$ cat config.mk
export PLATFORM = sky130hd
export DESIGN_NAME = uart_rx_fifo
export DESIGN_NICKNAME = d
export VERILOG_FILES = /design/src/rtl/uart_rx_fifo.sv
export SDC_FILE = /design/constraint.sdc
export NUM_CORES = 1
export LEC_CHECK = 0
export ABC_CLOCK_PERIOD_IN_PS = 3300
export CORE_MARGIN = 3
export CORE_UTILIZATION = 45
export CTS_BUF_LIST = sky130_fd_sc_hd__clkbuf_4
export DETAILED_ROUTE_END_ITERATION = 8
export SYNTH_ARGS = -nofsm -noshare
export SYNTH_HDL_FRONTEND = slang
export SYNTH_SLANG_ARGS = --single-unit
$ cat constraint.sdc
create_clock -name i_Clock -period 3.3 [get_ports i_Clock]
set_clock_uncertainty 0.05 [all_clocks]
set_input_delay 0.495 -clock i_Clock [delete_from_list [all_inputs] [get_ports i_Clock]]
set_output_delay 0.495 -clock i_Clock [all_outputs]
set_load 0.05 [all_outputs]
$ cat src/rtl/uart_rx_fifo.sv
// 8N1 UART receiver (LSB first) feeding a small first-word-fall-through byte FIFO.
// Bit period is latched from i_Clk_per_bit at each start edge; error flags are sticky.
module uart_rx_fifo #(
  parameter int CPB_W       = 12,
  parameter int FIFO_DEPTH  = 4,
  parameter int SYNC_STAGES = 2
) (
  input  logic             i_Clock,
  input  logic             i_Rst_L,
  input  logic             i_RX_Serial,
  input  logic [CPB_W-1:0] i_Clk_per_bit,
  input  logic             i_RD,
  input  logic             i_Clr_Err,
  output logic [7:0]       o_RX_Byte,
  output logic             o_RX_DV,
  output logic             o_Full,
  output logic             o_Frame_Err,
  output logic             o_Overrun,
  output logic             o_RX_Active
);

  localparam int AW = $clog2(FIFO_DEPTH);
  localparam int PW = AW + 1;
  localparam logic [CPB_W-1:0] CNT_ONE = CPB_W'(1);
  localparam logic [PW-1:0]    PTR_ONE = PW'(1);

  typedef enum logic [2:0] {IDLE, START, DATA, STOP, WAIT_HI} state_t;

  state_t           state;
  logic [CPB_W-1:0] cnt;
  logic [CPB_W-1:0] cpb;
  logic [CPB_W-1:0] half_m1;
  logic [CPB_W-1:0] bit_m1;
  logic [2:0]       idx;
  logic [7:0]       shift;
  logic             push;

  logic [SYNC_STAGES-1:0] sync_q;
  logic                   rx_s;

  logic [7:0]    mem [FIFO_DEPTH];
  logic [PW-1:0] wr_ptr;
  logic [PW-1:0] rd_ptr;
  logic          empty;
  logic          full;
  logic          do_pop;
  logic          do_push;

  // Synchroniser resets to the idle (high) line level so reset never looks like a start bit.
  always_ff @(posedge i_Clock or negedge i_Rst_L) begin
    if (!i_Rst_L) sync_q <= '1;
    else          sync_q <= {sync_q[SYNC_STAGES-2:0], i_RX_Serial};
  end

  assign rx_s    = sync_q[SYNC_STAGES-1];
  assign half_m1 = (cpb >> 1) - CNT_ONE;
  assign bit_m1  = cpb - CNT_ONE;

  always_ff @(posedge i_Clock or negedge i_Rst_L) begin
    if (!i_Rst_L) begin
      state       <= IDLE;
      cnt         <= '0;
      cpb         <= '0;
      idx         <= '0;
      shift       <= '0;
      push        <= 1'b0;
      o_Frame_Err <= 1'b0;
    end else begin
      push <= 1'b0;
      if (i_Clr_Err) o_Frame_Err <= 1'b0;
      case (state)
        IDLE: begin
          if (!rx_s) begin
            state <= START;
            cnt   <= '0;
            cpb   <= i_Clk_per_bit;
          end
        end
        START: begin
          if (cnt == half_m1) begin
            cnt   <= '0;
            idx   <= '0;
            state <= rx_s ? IDLE : DATA;
          end else begin
            cnt <= cnt + CNT_ONE;
          end
        end
        DATA: begin
          if (cnt == bit_m1) begin
            cnt        <= '0;
            shift[idx] <= rx_s;
            idx        <= idx + 3'd1;
            if (idx == 3'd7) state <= STOP;
          end else begin
            cnt <= cnt + CNT_ONE;
          end
        end
        STOP: begin
          if (cnt == bit_m1) begin
            cnt <= '0;
            if (rx_s) begin
              push  <= 1'b1;
              state <= IDLE;
            end else begin
              o_Frame_Err <= 1'b1;
              state       <= WAIT_HI;
            end
          end else begin
            cnt <= cnt + CNT_ONE;
          end
        end
        WAIT_HI: begin
          if (rx_s) state <= IDLE;
        end
        default: state <= IDLE;
      endcase
    end
  end

  // Pointers carry one extra wrap bit to tell full from empty.
  assign empty   = (wr_ptr == rd_ptr);
  assign full    = (wr_ptr[AW] != rd_ptr[AW]) && (wr_ptr[AW-1:0] == rd_ptr[AW-1:0]);
  assign do_pop  = i_RD && !empty;
  assign do_push = push && (!full || do_pop);

  always_ff @(posedge i_Clock or negedge i_Rst_L) begin
    if (!i_Rst_L) begin
      for (int i = 0; i < FIFO_DEPTH; i++) mem[i] <= '0;
      wr_ptr    <= '0;
      rd_ptr    <= '0;
      o_Overrun <= 1'b0;
    end else begin
      if (i_Clr_Err) o_Overrun <= 1'b0;
      if (push && full && !do_pop) o_Overrun <= 1'b1;
      if (do_push) begin
        mem[wr_ptr[AW-1:0]] <= shift;
        wr_ptr              <= wr_ptr + PTR_ONE;
      end
      if (do_pop) rd_ptr <= rd_ptr + PTR_ONE;
    end
  end

  assign o_RX_Byte   = mem[rd_ptr[AW-1:0]];
  assign o_RX_DV     = !empty;
  assign o_Full      = full;
  assign o_RX_Active = (state != IDLE);

endmodule

==> results by group, run 1 <==
Cells and area
  – Fin nets: 492
  – Utilization after layout: 52.7%
  – Area Growth Syn to Fin: 12.3%
  – Filler cells: 904
  – Final Cell Area: 5190 um^2
  – Fin cells: approximately 600
  – Layout cell share with drive strength beyond 1: 23.4%
  – N_diodes: 0

STA
  – Final Cycle Share: between 90 and 100%
  – Final hold violations: 0
  – Setup violators final: 0
  – Worst-Margin Slew: 1.03 ns
  – Final setup TNS: 0 ns
  – Slew HR: 31.5%
  – Fin. max-slew vios: 0
  – Fmax: between 0.3 and 0.4 GHz
  – Min Tclk post-route: approximately 3.2 ns

Worst setup path
  – Critical path endpoint category: flip-flop
  – Crit-path max FO: 7
  – Worst-case reg-to-reg path depth: 10
  – Startpoint Class: flip-flop
  – Critical Path RT: between 3 and 4 ns
  – Critical Path AT: 3.45 ns
  – Setup CP Type: reg -> reg

Hold path
  – Hold Crit Class: in -> async

Floorplan
  – Core area: 9860 um^2
  – Site Rows: 36
  – Total die area: 11500 um^2
  – Initial Util: 46.9%
  – I/O pins: 30
  – Chip width: 107 um
  – Die Span Y: between 100 and 150 um

Synthesis
  – Synth area leaders: dfrtp_1, mux2_2, nand2_1, mux4_2, xor2_1
  – Mapped Nets: 471
  – Yosys top cell by area: dfrtp_1
  – Main synth FF type: dfrtp_1
  – Yosys reg bits: 81
  – EDFF count, synth: 0
  – Async SR Flop Fraction: 100%
  – Ys Warns: 0
  – Most numerous cell in the Yosys netlist: dfrtp_1
  – Yosys top cell area share: 42.7%
  – Syn Area/Cell: 10.4 um^2
  – Cells after synthesis: 444
  – Seq/Total Area, Yosys: 43.9%
  – Post-Syn Area: between 4000 and 5000 um^2
  – Synth top cells by count: dfrtp_1, nand2_1, mux2_2
  – Unique masters post-synth: 62

Drt
  – Routed WL: 9400 um
  – DRT met1 WL: about 4200 um
  – Pre-Repair DR Iteration Count: 4
  – DRC: 0
  – Post-route ant nets: 0
  – Highest routed layer: met4
  – Routed wl met2: 4800 um
  – Met3 WL post-DR: 262 um
  – Vias per cell: about 5.5
  – DR vias: 3342
  – 1st-iter DRT viols: 115
  – Post-DR wirelength/cell: 15.6 um

Placement
  – PortBufs: 29
  – Dpl cells: ~600
  – Hpwl dp: 6690 um
  – GPL Wtd Cong: 0.817
  – Post-DP Area: between 5000 and 6000 um^2

Status
  – Status: complete, no violations

Power
  – Leak Pwr: 2.24 nW
  – Total power: roughly 3.4 mW
  – Peak supply drop: 0.000406 V
  – PD cells: 647 nW/um^2

CTS
  – Skew-Pair Late Insertion Delay: 0.43 ns
  – CTS clk-pin slew, worst paths: between 0.1 and 0.15 ns
  – Cts bufs inserted: 9
  – Root buffer selected by CTS: clkbuf_4
  – CTS Sinks: 81
  – CTS H-tree lvls: 3
  – CTS max path bufs: 2
  – TritonCTS clock tree: done

Global routing
  – Vias in the first global route: roughly 3400
  – Antenna violations before repair: 0
  – Largest net degree at the start of global routing: 82
  – Tot GR Track Use: roughly 18%
  – Grt total ovfl: 0
  – First-pass GRT wire length: 16400 um

Run
  – Maximum capacitance violations: 0
-- layout make-up --
type	count	area, um^2	area share [%]
Inverter	16	60.1	1.16
Multi-Input combinational cell	315	2410	46.5
Tap cell	133	166	3.20
Clock inverter	5	56.3	1.08
Sequential cell	81	2030	39.1
Timing Repair Buffer	42	385	7.42
Clock buffer	11	82.6	1.59
-- report_power, final --
group	internal, mW	switching, mW
Sequential	1.14	0.318
Clock	0.247	0.348
Combinational	0.623	0.691
-- cell usage in the layout (no fill, tap or decap), types with 3 or more instances in the layout --
cell | netlist | routed
or3_1 | 7 | 7
nand2_1 | 55 | 55
xnor2_1 | 13 | 13
inv_1 | 16 | 16
nor2_1 | 18 | 18
ha_1 | 10 | 9
or4_1 | 3 | 3
nand3_1 | 14 | 14
or3_2 | 3 | 3
o211ai_1 | 13 | 13
nand2b_1 | 5 | 5
nor4_1 | 3 | 3
nor3_1 | 15 | 14
o21ai_0 | 23 | 23
clkdlybuf4s50_1 | 0 | 28
or2_2 | 5 | 5
dfrtp_1 | 79 | 79
nor4b_1 | 3 | 3
a21oi_1 | 4 | 4
xor2_1 | 18 | 18
mux4_2 | 8 | 8
mux2_2 | 46 | 46
buf_4 | 0 | 14
nand4_1 | 4 | 4
nor2b_1 | 3 | 3
clkbuf_4 | 0 | 11
-- path summary, 6_finish.rpt --
| path | from | end | slack [ns] |
|---|---|---|---|
| worst max register to register | cpb[1] | shift[3] | 0.12 |
| worst min-delay path | i_Rst_L | wr_ptr[1] | 0.17 |
| worst max-delay path | cpb[1] | shift[3] | 0.12 |
| worst min register to register | sync_q[0] | sync_q[1] | 0.32 |
| min in group i_Clock | sync_q[0] | sync_q[1] | 0.32 |
| max in group asynchronous | i_Rst_L | cnt[1] | 2.37 |
-- through the flow --
step / hold WS, ns / setup slack [ns]
6_report: 0.168 / 0.123
5_1_grt: 0.245 / -0.000858
4_1_cts: 0.206 / 0.0436
3_5_place_dp: 0.299 / 0.0356
3_3_place_gp: 0.299 / 0.125
2_1_floorplan: 0.149 / 0.369
-- flip-flops by register name, indices dropped and copies added (netlist names) --
register     cells
wr_ptr           3
sync_q           2
push             1
shift            8
state            3
cnt             12
mem             32
o_Frame_Err      1
o_Overrun        1
idx              3
rd_ptr           3
cpb             12
-- repair_timing --
item / in CTS / in global routing
buffers inserted: 0 / 2
endpoints found under the hold margin: 0 / 0
gates resized for setup: 0 / 4
setup endpoints to repair: 1 / 4
pin swaps: 1 / 2
hold buffers: 0 / 0
-- worst max-delay path, stage by stage, from the launching register on --
cell and delay [ns]:
dfrtp_1 0.43, inv_1 0.15, ha_4 0.18, or4b_4 0.51
nor3_4 0.21, o21ai_2 0.09, a2111oi_4 0.46, nand4_2 0.21
buf_4 0.21, nor4b_4 0.20, mux2_2 0.35
-- cells by family (layout without fill, tap and decap cells) --
group                    after synthesis  count (layout)  synth area share [%]
AO/OA/AOI/OAI                         66              66                  9.98
XOR/XNOR                              31              31                  5.87
buffers and inverters                 48              74                  4.44
AND/OR/NAND/NOR                      153             153                  17.8
flip-flops                            81              81                  43.9
adder cells (fa/ha/maj)               10              10                  2.71
multiplexers                          55              55                  15.3
-- layer usage --
metal,GRT usage (%),vias to the layer above
met1,22.1,1651
met5,0,-
met4,6.94,0
met3,2.46,14
li1,-,1620
met2,31.2,57
No activity file was read; power rests on OpenSTA's default activity.
==> inputs of run 2 (changes only) <==
- CORE_MARGIN: 3 -> 5
==> run 2 against run 1 <==
Fmax rose by 3.1%. Hold slack got worse by 0.011 ns. Register-to-register slack better by 0.09 ns. Final area up 0.55%. Sequential cell count unchanged. Worst setup slack better by 0.094 ns. First-iteration DRC count increased by 26%. Sequential share of layout area fell by 0.22 points. Global-route usage is 1.8 points lower. Critical endpoint is now shift[2].
==> results by group, run 2 (synthesis results as in run 1) <==
Global routing
  – Grt total ovfl: 0 (unchanged)
  – Tot GR Track Use: 15.9% (-1.8 points)
  – First-pass GRT wire length: 16400 um (+0.25%)
  – Vias in the first global route: 3288 (-2.4%)
  – Largest net degree at the start of global routing: 82 (unchanged)
  – Antenna violations before repair: 0 (unchanged)

Cells and area
  – Top reg by flops: mem
  – Max reg flops: 32 (unchanged)
  – Fin nets: 494 (+0.41%)
  – Top flop regs: mem (32), cnt (12), cpb (12)
  – N_diodes: 0 (unchanged)
  – Layout cell share with drive strength beyond 1: 23.5% (+0.11 points)
  – Area Growth Syn to Fin: 12.9%
  – Fin cells: 608 (+0.83%)
  – Most common cell after layout, fill and taps aside: dfrtp_1
  – Most frequent cells in the layout: dfrtp_1, nand2_1, mux2_2

Power
  – Sw Pwr: 1.35 mW (-0.66%)
  – Peak supply drop: 0.000440 V (+8.4%)
  – Internal power: 2.08 mW (+3.4%)
  – Total power: 3.42 mW (+1.8%)
  – Sequential power share: 41.1% (-2.1 points)
  – Leak Pwr: 2.26 nW (+0.86%)
  – Logic gate share of total power: 39.3% (+0.2 points)
  – Switching share of power: 39.4% (-0.97 points)
  – PD cells: 655 nW/um^2 (+1.2%)
  – Clk pwr share: 19.6% (+1.9 points)

Drt
  – 1st-iter DRT viols: 145 (+26%)
  – Vias per cell: 5.35 (-3.4%)
  – Post-route ant nets: 0 (unchanged)
  – DRC: 0 (unchanged)
  – Pre-Repair DR Iteration Count: 4 (unchanged)
  – Routed WL: 9550 um (+1.6%)
  – DR vias: 3254 (-2.6%)
  – Post-DR wirelength/cell: 15.7 um (+0.80%)

Placement
  – GPL Wtd Cong: 0.812 (-0.61%)
  – Dpl cells: 591 (+1.0%)
  – Pre-CTS WS: 0.112 ns (+0.0760 ns)
  – PortBufs: 29 (unchanged)
  – Hpwl dp: 6790 um (+1.5%)

CTS
  – Hold buffers post-CTS: 0 (unchanged)
  – Root buffer selected by CTS: clkbuf_4
  – Cts bufs inserted: 9 (unchanged)
  – CTS max path bufs: 2 (unchanged)
  – CTS H-tree lvls: 3 (unchanged)
  – CTS clk-pin slew, worst paths: 0.15 ns (about the same)
  – Skew-Pair Late Insertion Delay: 0.43 ns (about the same)
  – CTS Sinks: 81 (unchanged)
  – TritonCTS clock tree: done

Worst setup path
  – Setup CP Type: reg -> reg
  – Crit path to: shift[2]
  – Critical R2R Launch: cpb[1]
  – Worst-case reg-to-reg path depth: 10 (unchanged)
  – Crit-path max FO: 8 (+1)
  – Crit path from: cpb[1]
  – R2R Path End: shift[2]
  – Critical path endpoint category: flip-flop
  – Reg2reg setup slack: 0.22 ns (+0.09 ns)
  – Startpoint Class: flip-flop
  – Critical Path RT: 3.55 ns (-0.02 ns)
  – Critical Path AT: 3.33 ns (-0.12 ns)

Floorplan
  – Die Span Y: 111 um (+3.7%)
  – Site Rows: 37 (+2.8%)
  – I/O pins: 30 (unchanged)
  – Core area: 10200 um^2 (+3.2%)
  – Chip width: 111 um (+3.7%)
  – Initial Util: 45.4% (-1.5 points)
  – Total die area: 12400 um^2 (+7.6%)

Run
  – Maximum capacitance violations: 0 (unchanged)

STA
  – Slew HR: 30.4% (-1.1 points)
  – Final setup TNS: 0 ns (unchanged)
  – Fmax: 0.324 GHz (+3.1%)
  – Fin. max-slew vios: 0 (unchanged)
  – Worst-Margin Slew: 1.04 ns (+0.0164 ns)
  – RSZ-0062 raised after global routing: no
  – Final worst slack: 0.217 ns (+0.0942 ns)
  – Min Tclk post-route: 3.08 ns (-0.0942 ns)
  – Setup violators final: 0 (unchanged)
  – Hold Slack: 0.157 ns (-0.0114 ns)
  – Final hold violations: 0 (unchanged)
  – Final Cycle Share: 93.4% (-2.9 points)

Status
  – Status: complete, no violations

Hold path
  – Hold Crit Class: in -> async
## run 2: cell types whose count changed in the layout (fill, tap and decap cells not counted), sizes merged
| cell | change |
|---|---|
| buf | +2 |
| bufinv | +1 |
| clkinv | -1 |
## run 2: stage by stage
stage	utilization, %	area (um^2)
finish	51.3	5220
global route	51.3	5220
CTS	51.1	5210
detailed placement	49.5	5040
global placement	49.5	5040
floorplan	-	4620
## run 2: layer usage
layer	part of all wire [%]	GRT usage [%]	vias up
met5	0	0	-
li1	-	-	1618
met2	50	26.7	32
met3	2.3	3.04	12
met4	1.4	4.46	0
met1	46	21.2	1592
## run 2: power by group through the flow
stage | clock (mW) | combinational, mW | sequential [mW]
6_report | 0.672 | 1.34 | 1.41
3_5_place_dp | 0 | 1.33 | 1.43
4_1_cts | 0.696 | 1.35 | 1.41
3_3_place_gp | 0 | 1.31 | 1.42
5_1_grt | 0.746 | 1.49 | 1.45
2_1_floorplan | 0 | 1.17 | 1.25
## run 2: how the worst min path moves through the flow
stage / to / start / slack [ns] / cells past startpoint
after floorplan: cnt[0] / i_Rst_L / 0.15 / 0
after global placement: sync_q[1] / sync_q[0] / 0.30 / 0
after detailed placement: sync_q[1] / sync_q[0] / 0.30 / 0
after CTS: rd_ptr[0] / i_Rst_L / 0.21 / 1
after global routing: rd_ptr[0] / i_Rst_L / 0.24 / 1
final: rd_ptr[0] / i_Rst_L / 0.16 / 1
## run 2: cell type report
class                   instances  area, um^2
well taps                     136         170
clock buffers                  11        82.6
inverters                      16        60.1
repair buffers                 44         400
fillers                       946        4960
multi-input cells             315        2400
flip-flops and latches         81        2030
clock inverters                 5        81.3
## run 2: critical path, stage by stage, from the launching register on
cell and delay (ns):
dfrtp_1 0.40, inv_1 0.10, ha_2 0.24, or4b_4 0.52, nor3_4 0.22, o21ai_2 0.10, a2111oi_4 0.37, nand4_2 0.17
buf_4 0.20, nor4b_2 0.23, mux2_2 0.37
## run 2: what timing repair did
action	4_1_cts	5_1_grt
setup endpoints to repair	0	8
setup buffers	0	1
resized for setup	0	2
==> inputs of run 3 (changes only) <==
- CAP_MARGIN: not set -> 25
==> run 3 against run 2 <==
Final area increased by 0.72%. Critical path type unchanged. Highest routed layer unchanged. Utilization increased by 0.37 points. Sequential share of layout area decreased by 0.28 points. Worst setup slack got worse by 0.0015 ns. Die area unchanged.
==> results by group, run 3 (synthesis results as in run 1) <==
Floorplan
  – Site Rows: 37 (unchanged)
  – I/O pins: 30 (unchanged)
  – Initial Util: 45.4% (unchanged)
  – Core area: 10200 um^2 (unchanged)
  – Chip width: 111 um (unchanged)
  – Total die area: 12400 um^2 (unchanged)
  – Die Span Y: 111 um (unchanged)

Worst setup path
  – CP cell instances: inv_1, ha_2, or4b_4, nor3_4, o21ai_2, a2111oi_4, nand4_2, buf_4, nor4b_2, mux2_2
  – Critical Path RT: 3.55 ns (about the same)
  – Worst-case reg-to-reg path depth: 10 (unchanged)
  – Critical Path AT: 3.33 ns (about the same)
  – Critical R2R Launch: cpb[1]
  – Crit path from: cpb[1]
  – Critical path endpoint category: flip-flop
  – Crit-path max FO: 8 (unchanged)
  – R2R Path End: shift[2]
  – Slowest CP cell: or4b_4
  – Startpoint Class: flip-flop
  – Setup CP Type: reg -> reg
  – Reg2reg setup slack: 0.22 ns (about the same)
  – Crit-path max cell delay: 0.52 ns (about the same)

STA
  – Worst-Margin Slew: 0.506 ns (-0.539 ns)
  – Fmax: 0.324 GHz (about the same)
  – Final setup TNS: 0 ns (unchanged)
  – Min Tclk post-route: 3.08 ns (+0.00146 ns)
  – Final hold violations: 0 (unchanged)
  – Setup violators final: 0 (unchanged)
  – Fin. max-slew vios: 0 (unchanged)
  – Hold Slack: 0.317 ns (+0.160 ns)
  – RSZ-0062 raised after global routing: no
  – Slew HR: 66.3% (+36 points)
  – Final worst slack: 0.216 ns (-0.00146 ns)
  – Final Cycle Share: 93.5% (about the same)

Drt
  – Post-DR wirelength/cell: 15.6 um (-0.55%)
  – Vias per cell: 5.37 (+0.35%)
  – DRC: 0 (unchanged)
  – 1st-iter DRT viols: 138 (-4.8%)
  – Routed WL: 9530 um (-0.22%)
  – DR vias: 3276 (+0.68%)
  – Pre-Repair DR Iteration Count: 4 (unchanged)
  – Post-route ant nets: 0 (unchanged)

Global routing
  – Vias in the first global route: 3288 (unchanged)
  – Largest net degree at the start of global routing: 82 (unchanged)
  – Antenna violations before repair: 0 (unchanged)
  – First-pass GRT wire length: 16400 um (unchanged)
  – Tot GR Track Use: 15.9% (unchanged)
  – Grt total ovfl: 0 (unchanged)

Placement
  – GPL Wtd Cong: 0.812 (unchanged)
  – Pre-CTS WS: 0.112 ns (unchanged)
  – PortBufs: 29 (unchanged)
  – Hpwl dp: 6790 um (unchanged)

CTS
  – TritonCTS clock tree: done
  – Root buffer selected by CTS: clkbuf_4
  – CTS max path bufs: 2 (unchanged)
  – CTS Sinks: 81 (unchanged)
  – CTS H-tree lvls: 3 (unchanged)
  – Skew-Pair Late Insertion Delay: 0.43 ns (about the same)
  – CTS clk-pin slew, worst paths: 0.13 ns (-0.02 ns)
  – Cts bufs inserted: 9 (unchanged)

Cells and area
  – Top reg by flops: mem
  – Most frequent cells in the layout: dfrtp_1, nand2_1, mux2_2
  – Utilization after layout: 51.6% (+0.37 points)
  – Layout cell share with drive strength beyond 1: 23.6% (+0.11 points)
  – N_diodes: 0 (unchanged)
  – Top flop regs: mem (32), cnt (12), cpb (12)
  – Most common cell after layout, fill and taps aside: dfrtp_1
  – Filler cells: 941 (-0.53%)
  – Fin nets: 496 (+0.40%)
  – Area Growth Syn to Fin: 13.7%
  – Max reg flops: 32 (unchanged)

Run
  – Maximum capacitance violations: 0 (unchanged)

Hold path
  – Min-Delay Endpoint: sync_q[1]
  – Hold path cells: 0
  – Hold path startpoint: sync_q[0]
  – Hold Crit Class: reg -> reg

Power
  – Leak Pwr: 2.28 nW (+0.75%)
  – Peak supply drop: 0.000442 V (+0.41%)
  – Total power: 3.43 mW (+0.17%)
  – PD cells: 652 nW/um^2 (-0.55%)

Status
  – Status: complete, no violations
run 3: cell types whose count changed in the layout (fill, tap and decap cells not counted), sizes merged:
cell	delta
buf	+1
dlygate4sd3	+1
run 3: repair_timing:
action / in CTS / in global routing
hold endpoints to repair: 0 / 21
setup endpoints to repair: 0 / 8
setup buffers: 0 / 1
resized for setup: 0 / 2
hold buffers: 0 / 1
run 3: metrics by stage:
| stage | cell area [um^2] | cells |
|---|---|---|
| finish | 5260 | 610 |
| global route | 5260 | 610 |
| CTS | 5210 | 607 |
| detailed placement | 5040 | 591 |
| global placement | 5040 | 591 |
| floorplan | 4620 | 444 |
run 3: worst max-delay path by stage:
stage	endpoint	slack, ns
after CTS	shift[2]	0.06
after global placement	shift[2]	0.23
after floorplan	shift[2]	0.37
final	shift[2]	0.22
after global routing	shift[2]	0.03
after detailed placement	shift[2]	0.11
run 3: layer usage:
layer	share of wire, %	GRT usage, %
met1	46	21.2
met2	50	26.7
met3	2.4	3.04
met4	1.4	4.46
met5	0	0
run 3: area by class of cell:
type	count	area [um^2]	area share, %
Multi-Input combinational cell	315	2400	45.6
Sequential cell	81	2030	38.6
Clock buffer	11	82.6	1.57
Clock inverter	5	81.3	1.55
Timing Repair Buffer	46	438	8.33
Inverter	16	60.1	1.14
Tap cell	136	170	3.24
run 3: where the power goes:
group | internal (mW) | switching [mW]
combinational | 0.618 | 0.729
sequential | 1.14 | 0.271
clock | 0.325 | 0.348
run 3: worst max-delay path, delay by kind of cell (launching register included):
family / cells / cell delay (ns)
and+or+nand+nor: 4 / 1.14
AOI/OAI and AO/OA: 2 / 0.47
DFF: 1 / 0.40
buffers and inverters: 2 / 0.30
adders and majority gates: 1 / 0.24
muxes: 1 / 0.37
==> variant 1, RTL diff (flow settings as in run 1) <==
Register the output `o_Overrun` once more, without a reset; this adds one clock of latency there. The other outputs are not delayed to match.
--- a/src/rtl/uart_rx_fifo.sv
+++ b/src/rtl/uart_rx_fifo.sv
@@ -27,2 +27,4 @@
   typedef enum logic [2:0] {IDLE, START, DATA, STOP, WAIT_HI} state_t;
+
+  logic o_Overrun_s0;
 
@@ -130,6 +132,6 @@
       rd_ptr    <= '0;
-      o_Overrun <= 1'b0;
+      o_Overrun_s0 <= 1'b0;
     end else begin
-      if (i_Clr_Err) o_Overrun <= 1'b0;
-      if (push && full && !do_pop) o_Overrun <= 1'b1;
+      if (i_Clr_Err) o_Overrun_s0 <= 1'b0;
+      if (push && full && !do_pop) o_Overrun_s0 <= 1'b1;
       if (do_push) begin
@@ -147,2 +149,6 @@
 
+  always_ff @(posedge i_Clock) begin
+    o_Overrun <= o_Overrun_s0;
+  end
+
 endmodule
Behaviour: no difference found for any inputs over 10 cycles, from zero or initial values and one cycle with i_Rst_L low; that may be too few to reach the edited logic, so the function may still have changed.
==> variant 1 against run 1 <==
  * Worst setup slack worse by 13 ps
  * Synthesized area grew 0.43%
  * Cell area increased by 1.2%
  * Largest power group unchanged
  * Via count down 0.12%
  * First-iteration DRC count unchanged
  * Total power rose by 4.9%
  * Wire length increased by 1.6%
  * Critical path depth did not move
  * Sequential cell count rose by 1
  * Combinational power rose by 3%
  * Hold slack worse by 6.0 ps
==> variant 1: results <==
INSERT INTO impl_metrics (metric_group, metric, value, unit) VALUES
('outcome', 'outcome', 'completed', ''),
('global_routing', 'grt_pass1_wl', '16000', 'um'),
('route', 'wl_per_cell', '15.8', 'um'),
('placed_design', 'port_buffers', '29', ''),
('route', 'via_per_inst', '5.52', ''),
('synthesis', 'synth.distinct_cells', '63', ''),
('global_routing', 'first_global_vias', '3223', ''),
('synthesis', 'asyncSetResetFlopFracSynth', '98.8', '%'),
('route', 'dr.pass1.iters', '4', ''),
('layout', 'nNetsFinal', '494', ''),
('global_routing', 'all_layer_global_routing_usage', '17.4', '%'),
('placed_design', 'place_congestion', '0.840', ''),
('route', 'drt_iter0_markers', '115', ''),
('synthesis', 'synth.yosys.seq_area_share', '44.1', '%'),
('setup_path', 'setup_slack_on_the_worst_flop_to_flop_path', '110', 'ps'),
('pwr', 'worst_supply_voltage_drop_on_vdd', '0.391', 'mV'),
('synthesis', 'synth_top_area_share', '42.6', '%'),
('placed_design', 'dp_hpwl', '6870', 'um'),
('layout', 'layout-drive-gt1-share', '23.5', '%'),
('synthesis', 'synth.top_cells.by_area', 'sky130_fd_sc_hd__dfrtp_1 43%, sky130_fd_sc_hd__mux2_2 11%, sky130_fd_sc_hd__nand2_1 4.4%', ''),
('pwr', 'cellInternalPower', '0.00217', 'W'),
('layout', 'layout.filler_cells', '916', ''),
('synthesis', 'synth_nets', '472', ''),
('timing', 'tightestPinTransition', '1010', 'ps'),
('pwr', 'cellLeakagePower', '2.27', 'nW');
==> variant 1: metrics by stage <==
stage                     utilization, %  hold slack [ps]  instance area, sq um  cells  worst slack, ps
after detailed placement            51.0              299                  5050    588              112
final                               53.1              162                  5260    605              110
after CTS                           52.9              192                  5240    604             56.1
after global placement              51.0              296                  5050    588              194
after floorplan                        -              149                  4640    445              369
after global routing                53.1              221                  5260    605            -6.43
==> variant 1: timing repair <==
item | in CTS | in global routing
resized for setup | 0 | 2
hold endpoints to repair | 0 | 0
setup endpoints to repair | 0 | 3
hold buffers | 0 | 0
setup buffers | 0 | 1
==> variant 1: cell families (layout without fill, tap and decap cells) <==
family / count (synthesis) / count (layout) / synth area share [%]
simple gates: 153 / 153 / 17.7
flops: 82 / 82 / 44.1
compound gates: 66 / 66 / 9.94
mux: 55 / 55 / 15.2
buf+inv: 48 / 75 / 4.42
xor+xnor: 31 / 31 / 5.85
fa+ha+maj: 10 / 10 / 2.69
==> variant 1: worst paths after layout <==
path | depth (start not counted) | to | startpoint
min in group i_Clock | 0 | sync_q[1] | sync_q[0]
setup / recovery | 10 | shift[3] | cpb[1]
hold / removal | 1 | rd_ptr[2] | i_Rst_L
setup reg to reg | 10 | shift[3] | cpb[1]
hold reg to reg | 0 | sync_q[1] | sync_q[0]
max in group asynchronous | 1 | cpb[4] | i_Rst_L
==> variant 1: final cells by class <==
class / instances / area [sq um] / share of cell area (%)
multi-input cells: 315 / 2400 / 45.6
clock inverters: 6 / 115 / 2.19
well taps: 133 / 166 / 3.17
repair buffers: 43 / 393 / 7.47
flip-flops and latches: 82 / 2050 / 39.0
inverters: 16 / 60.1 / 1.14
clock buffers: 10 / 75.1 / 1.43
==> variant 1: per-layer routing <==
layer  share of wire (%)  global-route usage, %
met1                  44                   22.3
met2                  52                   30.2
met3                 3.2                   3.48
met4                 1.0                   4.60
met5                   0                      0
==> variant 1: power by group through the flow <==
stage | registers [W] | logic (W) | clock network, W
after detailed placement | 0.00144 | 0.00135 | 0
after CTS | 0.00142 | 0.00136 | 0.000790
after global placement | 0.00144 | 0.00132 | 0
after global routing | 0.00146 | 0.00150 | 0.000832
final | 0.00142 | 0.00135 | 0.000759
after floorplan | 0.00126 | 0.00117 | 0
==> variant 1: worst max-delay path, stage by stage (launching register included) <==
cell                        delay (ps)
sky130_fd_sc_hd__dfrtp_1           400
sky130_fd_sc_hd__inv_1             100
sky130_fd_sc_hd__ha_2              240
sky130_fd_sc_hd__or4b_4            510
sky130_fd_sc_hd__nor3_2            240
sky130_fd_sc_hd__o21ai_2           110
sky130_fd_sc_hd__a2111oi_4         440
sky130_fd_sc_hd__nand4_2           210
sky130_fd_sc_hd__buf_4             210
sky130_fd_sc_hd__nor4b_4           210
sky130_fd_sc_hd__mux2_2            350
==> variant 2, RTL diff (flow settings as in run 1) <==
Made on the original files. The parameter `FIFO_DEPTH` goes from 4 to 8.
--- a/src/rtl/uart_rx_fifo.sv
+++ b/src/rtl/uart_rx_fifo.sv
@@ -4,3 +4,3 @@
   parameter int CPB_W       = 12,
-  parameter int FIFO_DEPTH  = 4,
+  parameter int FIFO_DEPTH  = 8,
   parameter int SYNC_STAGES = 2
Check against the original RTL: no difference found for any inputs over 10 cycles, from zero or initial values and one cycle with i_Rst_L low; that may be too few to reach the edited logic, so the function may still have changed.
==> variant 2 against run 1 <==
  * Worst setup slack improved by 29 ps
  * Hold slack improved by 150 ps
  * Total power rose by 43%
  * Wire length rose by 41%
  * Global-route usage rose by 1.3 points
  * Synthesized area rose by 32%
  * Sequential cell count rose by 34
  * Cell area rose by 36%
  * Critical endpoint is now idx[1]
  * Largest cell class unchanged
  * Highest routed layer unchanged
==> variant 2: results <==
INSERT INTO impl_metrics (metric_group, metric, value, unit) VALUES
('layout', 'nClkBuffers', '18', ''),
('global_routing', 'grt_pass1_wl', '21900', 'um'),
('global_routing', 'all_layer_global_routing_usage', '19.1', '%'),
('worst_hold_path', 'worstHoldPathType', 'reg -> reg', ''),
('synthesis', 'synth_area_in_compound_gates', '8.51', '%'),
('synthesis', 'synthAdderAreaFrac', '1.43', '%'),
('clock_tree', 'htreeDepth', '4', ''),
('setup_path', 'crit-reg2reg-launch', 'cpb[0]', ''),
('placed_design', 'dpl-instance-area', '0.00666', 'sq mm'),
('pwr', 'clock_net_power', '0.00116', 'W'),
('clock_tree', 'cts-buffers-inserted', '17', ''),
('layout', 'nNetsFinal', '576', ''),
('outcome', 'outcome', 'completed', ''),
('layout', 'biggest_regs', 'mem: 64 flops, cnt: 12 flops, cpb: 12 flops', ''),
('clock_tree', 'clock_slew_seen_by_the_registers_of_the_worst_setup_and_hold_paths', '110', 'ps'),
('pwr', 'cellLeakagePower', '3.20', 'nW'),
('synthesis', 'post_synth_mux_area_share', '22.5', '%'),
('layout', 'inverters_excl_clock', '9', ''),
('synthesis', 'synth.yosys.seq_area_share', '47.1', '%'),
('placed_design', 'dp_worst_setup_slack', '78.2', 'ps');
variant 2: changes by cell type in the layout (fill, tap and decap cells not counted), sizes merged, moves of 9 or more:
cell | run 1 | this run
nand2 | 55 | 34
o21ai | 25 | 11
dfrtp | 79 | 113
mux2 | 46 | 90
o211ai | 13 | 2
xnor2 | 13 | 24
buf | 14 | 34
a21oi | 4 | 13
clkdlybuf4s50 | 28 | 19
variant 2: what timing repair did:
action,in CTS,in global routing
gates resized for setup,0,8
endpoints found under the hold margin,50,0
setup endpoints to repair,0,19
hold buffers,1,0
setup buffers,0,2
variant 2: how the worst max path moves through the flow:
stage,start,endpoint
finish,cpb[0],idx[1]
global route,cpb[1],idx[1]
CTS,cpb[1],shift[4]
detailed placement,cpb[1],shift[4]
global placement,cpb[1],shift[3]
floorplan,rd_ptr[1],mem[24]
variant 2: routing by layer:
metal	GRT usage (%)	vias to the layer above	part of all wire [%]
li1	-	1966	-
met1	28.1	2098	50
met2	27.7	78	45
met3	4.47	20	4.2
met4	6.65	0	1.5
met5	0	-	0
